$ cat src/rtl/sys_led_scanner_pkg.sv
// Shared definitions for the SYS LED/debug scanner: scan states, select width
// and the manual-select range test.
package sys_led_scanner_pkg;

  localparam int SYS_SEL_W = 8;

  typedef enum logic [1:0] {
    ST_MANUAL = 2'd0,
    ST_AUTO   = 2'd1,
    ST_FROZEN = 2'd2
  } scan_state_e;

  // True when a manual select addresses an existing channel (no modulo folding).
  function automatic logic sel_in_range(input logic [SYS_SEL_W-1:0] sel,
                                        input int unsigned ch_count);
    return ({24'd0, sel} < ch_count);
  endfunction

endpackage

$ cat src/rtl/sys_dwell_counter.sv
// Dwell counter for auto-scan: counts 0..DWELL-1 while enabled, tick marks the last
// cycle of a dwell. clr makes the current cycle count as zero.
module sys_dwell_counter #(
  parameter int DWELL = 4
) (
  input  logic clk,
  input  logic reset,
  input  logic en,
  input  logic clr,
  output logic tick
);

  localparam int CNT_W = (DWELL > 1) ? $clog2(DWELL) : 1;
  localparam logic [CNT_W-1:0] LAST_CNT = CNT_W'(DWELL - 1);

  logic [CNT_W-1:0] count_r;
  logic [CNT_W-1:0] count_eff_s;

  // Effective count this cycle and the end-of-dwell pulse.
  always_comb begin
    count_eff_s = count_r;
    tick        = 1'b0;
    if (clr) begin
      count_eff_s = {CNT_W{1'b0}};
    end else begin
      count_eff_s = count_r;
    end
    if (en && (count_eff_s == LAST_CNT)) begin
      tick = 1'b1;
    end else begin
      tick = 1'b0;
    end
  end

  // Count register: advances when enabled, clears on request, otherwise holds.
  always_ff @(posedge clk) begin
    if (reset) begin
      count_r <= {CNT_W{1'b0}};
    end else if (en) begin
      count_r <= tick ? {CNT_W{1'b0}} : (count_eff_s + CNT_W'(1));
    end else if (clr) begin
      count_r <= {CNT_W{1'b0}};
    end
  end

endmodule

$ cat src/rtl/sys_led_scanner.sv
// LED/debug output selector: captures CH_COUNT debug channels and shows one on the
// board LEDs, either manually selected or auto-scanned, with a freeze hold.
module sys_led_scanner
  import sys_led_scanner_pkg::*;
#(
  parameter int CH_COUNT = 8,
  parameter int DATA_W   = 27,
  parameter int DWELL    = 4
) (
  input  logic                       SYS_clk,
  input  logic                       SYS_reset,
  input  logic                       SYS_mode,
  input  logic                       SYS_freeze,
  input  logic [SYS_SEL_W-1:0]       SYS_output_sel,
  input  logic [CH_COUNT*DATA_W-1:0] SYS_ch_data,
  input  logic [CH_COUNT-1:0]        SYS_ch_valid,
  output logic [DATA_W-1:0]          SYS_leds,
  output logic                       SYS_leds_valid,
  output logic [SYS_SEL_W-1:0]       SYS_cur_ch
);

  localparam int SEL_W = $clog2(CH_COUNT);
  localparam logic [SEL_W-1:0] LAST_CH = SEL_W'(CH_COUNT - 1);

  scan_state_e          state_r;
  scan_state_e          state_next_s;
  logic [DATA_W-1:0]    cap_r [CH_COUNT];
  logic [SEL_W-1:0]     pos_r;
  logic [SEL_W-1:0]     pos_next_s;
  logic [SEL_W-1:0]     start_ch_s;
  logic [SEL_W-1:0]     sel_idx_s;
  logic                 sel_ok_s;
  logic                 scan_en_s;
  logic                 scan_clr_s;
  logic                 dwell_tick_s;
  logic [DATA_W-1:0]    leds_next_s;
  logic                 leds_valid_next_s;
  logic [SYS_SEL_W-1:0] cur_ch_next_s;

  assign sel_ok_s  = sel_in_range(SYS_output_sel, CH_COUNT);
  assign sel_idx_s = SYS_output_sel[SEL_W-1:0];

  sys_dwell_counter #(.DWELL(DWELL)) u_dwell (
    .clk   (SYS_clk),
    .reset (SYS_reset),
    .en    (scan_en_s),
    .clr   (scan_clr_s),
    .tick  (dwell_tick_s)
  );

  // Next state, dwell control and the channel the scan shows this cycle.
  always_comb begin
    state_next_s = state_r;
    scan_en_s    = 1'b0;
    scan_clr_s   = 1'b0;
    start_ch_s   = pos_r;
    if (SYS_freeze) begin
      state_next_s = ST_FROZEN;
    end else if (!SYS_mode) begin
      state_next_s = ST_MANUAL;
      scan_clr_s   = 1'b1;
    end else begin
      state_next_s = ST_AUTO;
      scan_en_s    = 1'b1;
      case (state_r)
        ST_MANUAL: start_ch_s = sel_ok_s ? sel_idx_s : {SEL_W{1'b0}};
        ST_FROZEN: begin
          start_ch_s = pos_r;
          scan_clr_s = 1'b1;
        end
        ST_AUTO:   start_ch_s = pos_r;
        default:   start_ch_s = {SEL_W{1'b0}};
      endcase
    end
  end

  // Display values and scan position for the coming edge.
  always_comb begin
    leds_next_s       = SYS_leds;
    leds_valid_next_s = SYS_leds_valid;
    cur_ch_next_s     = SYS_cur_ch;
    pos_next_s        = pos_r;
    if (SYS_freeze) begin
      leds_next_s       = SYS_leds;
      leds_valid_next_s = SYS_leds_valid;
      cur_ch_next_s     = SYS_cur_ch;
      pos_next_s        = pos_r;
    end else if (!SYS_mode) begin
      leds_next_s       = sel_ok_s ? cap_r[sel_idx_s] : {DATA_W{1'b0}};
      leds_valid_next_s = sel_ok_s;
      cur_ch_next_s     = SYS_output_sel;
      // Track the manual channel so a later auto entry via freeze starts there.
      pos_next_s        = sel_ok_s ? sel_idx_s : {SEL_W{1'b0}};
    end else begin
      leds_next_s       = cap_r[start_ch_s];
      leds_valid_next_s = 1'b1;
      cur_ch_next_s     = SYS_SEL_W'(start_ch_s);
      if (dwell_tick_s) begin
        pos_next_s = (start_ch_s == LAST_CH) ? {SEL_W{1'b0}} : (start_ch_s + SEL_W'(1));
      end else begin
        pos_next_s = start_ch_s;
      end
    end
  end

  // State register.
  always_ff @(posedge SYS_clk) begin
    if (SYS_reset) begin
      state_r <= ST_MANUAL;
    end else begin
      state_r <= state_next_s;
    end
  end

  // Capture registers, scan position and registered LED outputs.
  always_ff @(posedge SYS_clk) begin
    if (SYS_reset) begin
      pos_r          <= {SEL_W{1'b0}};
      SYS_leds       <= {DATA_W{1'b0}};
      SYS_leds_valid <= 1'b0;
      SYS_cur_ch     <= {SYS_SEL_W{1'b0}};
    end else begin
      pos_r          <= pos_next_s;
      SYS_leds       <= leds_next_s;
      SYS_leds_valid <= leds_valid_next_s;
      SYS_cur_ch     <= cur_ch_next_s;
    end
    for (int k = 0; k < CH_COUNT; k++) begin
      if (SYS_reset) begin
        cap_r[k] <= {DATA_W{1'b0}};
      end else if (!SYS_freeze && SYS_ch_valid[k]) begin
        cap_r[k] <= SYS_ch_data[k*DATA_W +: DATA_W];
      end
    end
  end

endmodule

$ cat config.mk
export PLATFORM = sky130hd
export DESIGN_NAME = sys_led_scanner
export DESIGN_NICKNAME = d
export VERILOG_FILES = /design/src/rtl/sys_led_scanner_pkg.sv /design/src/rtl/sys_dwell_counter.sv /design/src/rtl/sys_led_scanner.sv
export SDC_FILE = /design/constraint.sdc
export NUM_CORES = 1
export LEC_CHECK = 0
export BUFFER_PORTS_ARGS = -buffer_cell sky130_fd_sc_hd__buf_2
export CAP_MARGIN = 20
export CORE_MARGIN = 2
export CORE_UTILIZATION = 56
export DETAILED_ROUTE_END_ITERATION = 7
export PLACE_DENSITY = 0.83
export SYNTH_ARGS = -nofsm -noshare
export SYNTH_HDL_FRONTEND = slang
export SYNTH_HIERARCHICAL = 1
export SYNTH_SLANG_ARGS = --single-unit
$ cat constraint.sdc
create_clock -name SYS_clk -period 3.64 [get_ports SYS_clk]
set_input_delay 0.182 -clock SYS_clk [delete_from_list [all_inputs] [get_ports SYS_clk]]
set_output_delay 0.182 -clock SYS_clk [all_outputs]
set_load 0.005 [all_outputs]
[Yosys cells after proc, flatten, opt, wreduce, memory -nomap -nowiden]
Memory sizes are Yosys's and may differ from the RTL's.
Index checks and enable logic that the tools add are counted.
Cells by class
  add/sub/neg operators: 2
  order comparisons: 1
  equality and inequality tests: 4
  muxes and demuxes: 56
  bitwise gates (word level): 8
  reduce and logical (&&, ||, !) cells: 13
Operators with widths (number)
  two-way mux 27 bit: 10
  two-way mux 1 bit: 34
  two-way mux 3 bit: 6
  logical AND 1 bit: 9
  < comparator 8 x 4 -> 1 bit (second input constant): 1
  two-way mux 2 bit: 4
  two-way mux 8 bit: 1
  OR 1 bit: 8
  one-hot mux 3 bit (2 select lines): 1
  equality test 2 bit (second input constant): 2
  OR reduction 2 bit: 2
  adder 3 x 1 -> 3 bit (second input constant): 1
  equality test 3 bit (second input constant): 1
  adder 2 x 1 -> 2 bit (second input constant): 1
  equality test 2 x 1 -> 1 bit (second input constant): 1
  logical NOT 2 bit: 1
  logical NOT 1 bit: 1
Word-level totals
  register bits: 43
  memory bits (writable): 216
  input bits: 236
  output and inout port bits: 36
  logic and storage cells: 92
  memories: 1
Memory list
  cap_r: words 8, bits a word 27, rd ports 2, clocked after Yosys merged registers in 0, wr ports 8, RTL line sys_led_scanner.sv:27  | logic [DATA_W-1:0] cap_r [CH_COUNT];

[Logic depth before layout (Yosys ltp)]
  word-level depth: 10
  mapped depth: 13
  gate-level depth less buffers: 11

[Hierarchy]
The synthesis kept the hierarchy.
Modules (own cells, without submodules)
  sys_led_scanner: instances 1, cells each 1101, area an instance 13345.3 um^2, seq. area each 7307.0 um^2
  sys_dwell_counter: instances 1, cells each 11, area an instance 121.4 um^2, seq. area each 40.0 um^2

[Worst setup path before layout]
No wires, ideal clock.
  kind: register to register
  start point: register state_r[0]
  end point: register pos_r[2]
  setup time: 0.123 ns
  arrival time: 2.877 ns
  required time: 3.517 ns
  setup slack: 0.640 ns
  stages on the path, launching flop included: 13
  path buffers: 2
  period minus slack after synthesis: 3.000 ns
  cells stage by stage: dfxtp_1 -> ha_1 -> or3b_2 -> or4_1 -> and2_1 -> buf_6 -> clkinv_8 -> buf_2 -> ha_1 -> ha_1 -> mux2_2 -> a221oi_1 -> nor2_1
Between the ends
  longest elaborated chain between the ends: 10
  elaborated cells on any way between the ends: 19
  classes of those cells: add/sub: 1; eq/ne: 4; mux: 11; reduce/logical: 3
Ends and longest elaborated chain
  start: declaration: RTL line sys_led_scanner.sv:25  | scan_state_e state_r;
  start signal: assignment: RTL line sys_led_scanner.sv:111  | state_r <= state_next_s;
  branches (longest 8 deep; another with adder 3 x 1 -> 3 bit)
  two-way mux 3 bit *: RTL line sys_led_scanner.sv:98  | if (dwell_tick_s) begin
  two-way mux 3 bit *: RTL line sys_led_scanner.sv:88  | end else if (!SYS_mode) begin
  end signal: assignment: RTL line sys_led_scanner.sv:118  | pos_r <= {SEL_W{1'b0}};
  end signal: assignment: RTL line sys_led_scanner.sv:123  | pos_r <= pos_next_s;
  end: declaration: RTL line sys_led_scanner.sv:28  | logic [SEL_W-1:0] pos_r;
Every way passes the cells marked *.
A chain may end at the register's enable or synchronous reset.

[Worst setup path in the final report]
  start point: register state_r[1]
  end point: register pos_r[2]
The elaborated chain is that of the path after synthesis.

==> flow_summary.yaml <==
placed_design:
  postPlaceCellArea_um2: 15000
  dp_worst_setup_slack_ns: 0.5280
  globalplace.congestion: 0.9399
  port_buffers: 271
  detailed_place_hpwl_um: 26970
critical_path:
  worstPathRequired_ns: 4.08
  slowest_delay_ns: 0.49
  path_common_cell: "ha_1"
  critical_path.cell_chain: "ha_1 > or3b_2 > or4_1 > and2_2 > clkinv_8 > ha_1 > ha_1 > mux2_2 > a221oi_1 > nor2_1"
  worst_ep_arrival_time_ns: 3.59
  crit_path_top_delay_cell: "or3b_2"
  crit_path_end_kind: "register"
  worst_path_dominant_cell_family: "simple AND/OR/NAND/NOR gates"
  setup.worst_path.start_class: "register"
  timing_worst_setup_path_type: "reg2reg"
  crit_buf_inv: 1
  critPathMaxFanout: 62
layout:
  final_cell_area_um2: 17940
  post_route_cells_drive_above_1_share_pct: 27.60
  finalNetCount: 1779
  flow.area_growth_from_synthesis_pct: 33.21
global_routing:
  grt_antenna_before_repair: 2
  gr-usage-all-layers_pct: 37.01
  gr-total-overflow: 0
  grt_pass1_vias: 12470
  grt_pass1_wl_um: 71750
  pin_count_of_the_biggest_net_entering_global_routing: 125
sta:
  relSlewSlack_pct: 17.42
  finalWorstPathRequiredPeriod_ns: 3.153
  worst_margin_slew_ns: 1.239
  fin_skew_ns: 0.01543
  report.final.setup_viol: 0
  fmaxAchievable_mhz: 317.1
  fin_ws_ns: 0.4866
  unrepaired_setup_endpoints_after_global_routing: "no"
  slew_viol_final: 0
  finalCritPeriodShare_pct: 86.63
  hold_viol_final: 0
  finalSetupTns_ns: 0
route:
  postRouteAntennaNets: 0
  drt-wirelength-per-cell_um: 25.72
  total_wire_length_after_detailed_routing_um: 48330
  via_count: 12400
  first_pass_iters: 6
  vias_per_cell: 6.598
  drtIter0Drc: 1621
  drc: 0
clock_tree:
  cts.reportedPaths.clkPinSlew_ns: 0.07
  cts_max_level: 1
  ctsResizeCount: 0
  cts_sinks: 259
  clock-root-buffer: "clkbuf_16"
  insertion_delay_ns: 0.56
  cts-buffers-inserted: 27
  cts_tree: "yes"
  ctsLongestPathBuffers: 3
die:
  die_area_um2: 25300
  dieWidth_um: 159.1
  initial_utilization_pct: 57.20
  io_pins: 272
  fp-row-count: 56
  core_um2: 23540
  die_h_um: 159.1
logic_synthesis:
  ys_seq_elements: 259
  mappedNetlistNets: 1354
  yosys_warnings: 6
  synth-edff-count: 216
  synth_cells: 1112
  ys_seq_area_share_pct: 54.56
  synth_cell_type_count: 48
  yosys_most_used_dff: "edfxtp_1"
  async_flop_share_pct: 0
  syn_area_um2: 13470
  synth.avg_cell_area_um2: 12.11
run_status:
  run_status: "completed"
run:
  max-cap-violations: 0
power:
  power.internal_mw: 5.525
  power_density_nw_per_um2: 417.2
  pwr-share-seq_pct: 48.1
  power_switching_mw: 1.959
  clockPowerShare_pct: 36.4
  comb_power_share_pct: 15.5
  p_leak_nw: 7.975
  ir_worst_vdd_mv: 0.3866
  swShare_pct: 26.18
min_path:
  min-delay-path-class: "in2reg"
-- per-stage QoR --
stage / power, mW / hold slack [ns] / cells / utilization, %
5_1_grt: 7.650 / 0.0005395 / 1879 / 76.20
3_3_place_gp: 4.535 / 0.4306 / 1619 / 63.73
6_report: 7.484 / 0.006622 / 1879 / 76.20
3_5_place_dp: 4.579 / 0.4377 / 1619 / 63.73
4_1_cts: 7.371 / 0.001623 / 1875 / 76.07
2_1_floorplan: 4.164 / 0.3261 / 1112 / -
-- placed cells by master, fill, tap and decap left out, types with 4 or more instances in the layout --
master / count
nand2_1: 105
a21oi_1: 8
o21ai_0: 25
mux4_2: 54
and2_1: 29
mux2_2: 22
dfxtp_1: 43
a311o_1: 6
inv_1: 4
dlygate4sd3_1: 207
nand3_1: 24
edfxtp_1: 216
clkbuf_1: 8
a21o_1: 9
clkinv_2: 6
a31oi_1: 27
buf_4: 26
a211o_1: 21
a22o_1: 24
a211oi_1: 48
clkbuf_16: 27
ha_1: 6
and3_1: 237
nand2b_1: 4
a311oi_1: 22
a22oi_1: 5
buf_2: 270
mux2i_1: 6
o21bai_1: 6
nor2_1: 17
-- power groups by stage --
| stage | combinational (mW) | sequential, mW | clock (mW) |
|---|---|---|---|
| floorplan | 0.573 | 3.59 | 0 |
| global placement | 0.905 | 3.63 | 0 |
| detailed placement | 0.930 | 3.65 | 0 |
| CTS | 1.10 | 3.59 | 2.68 |
| global route | 1.22 | 3.62 | 2.82 |
| finish | 1.16 | 3.60 | 2.72 |
-- synthesized netlist by cell type, types with 14 or more instances --
master	n	share of area [%]
nor2_1	20	0.56
buf_2	14	0.52
and2_1	30	1.4
dfxtp_1	43	6.4
o21ai_0	26	0.97
nand3_1	24	0.89
clkbuf_1	81	2.3
a311oi_1	22	1.4
mux4_2	54	9.0
a211oi_1	48	2.7
a211o_1	21	1.4
and3_1	237	11
a22o_1	24	1.6
a31oi_1	27	1.3
edfxtp_1	216	48
nand2_1	105	2.9
mux2_2	22	1.8
-- registers in the layout (all words and copies together), names as in the netlist --
signal / count
u_dwell/count_r: 2
SYS_cur_ch: 8
state_r: 2
SYS_leds_valid: 1
pos_r: 3
SYS_leds: 27
cap_r: 216
-- cells by family (layout without fill, tap and decap cells) --
family,after synthesis,count (layout),share of synthesized area (%)
AOI/OAI and AO/OA,209,209,11.54
adders and majority gates,6,6,0.5575
buffers and inverters,117,563,3.902
DFF,259,259,54.56
muxes,83,83,11.43
other,0,2,0
and+or+nand+nor,438,438,18.02
-- per-layer routing --
layer | up-vias | routed length, um | track usage (%)
li1 | 5214 | - | -
met1 | 5886 | 15550 | 44.00
met2 | 1063 | 24020 | 64.15
met3 | 234 | 5204 | 5.340
met4 | 0 | 3556 | 22.27
met5 | - | 0 | 0
-- final cells by class --
type,count,area [um^2]
Timing Repair Buffer,506,3674
Inverter,7,38.79
Sequential cell,259,7347
Clock buffer,37,733.2
Clock inverter,13,110.1
Fill cell,1434,5604
Tap cell,319,399.1
Multi-Input combinational cell,736,5632
Antenna cell,2,5.005
-- repair_timing --
action                     4_1_cts  5_1_grt
hold endpoints to repair       206        1
setup buffers                    0        0
hold buffers                   206        1
setup endpoints to repair        0        0
-- path summary, 6_finish.rpt --
check / from / to / slack (ns) / cells after the start
worst max-delay path: state_r[1]$_SDFF_PP0_ / pos_r[2]$_SDFFE_PP0N_ / 0.49 / 10
worst max register to register: state_r[1]$_SDFF_PP0_ / pos_r[2]$_SDFFE_PP0N_ / 0.49 / 10
worst min-delay path: SYS_ch_data[191] / cap_r[7][2]$_SDFFCE_PN0P_ / 0.007 / 2
worst min register to register: SYS_cur_ch[2]$_SDFFE_PP0N_ / SYS_cur_ch[2]$_SDFFE_PP0N_ / 0.47 / 2
Note: power is estimated with default switching activity, not from simulation.
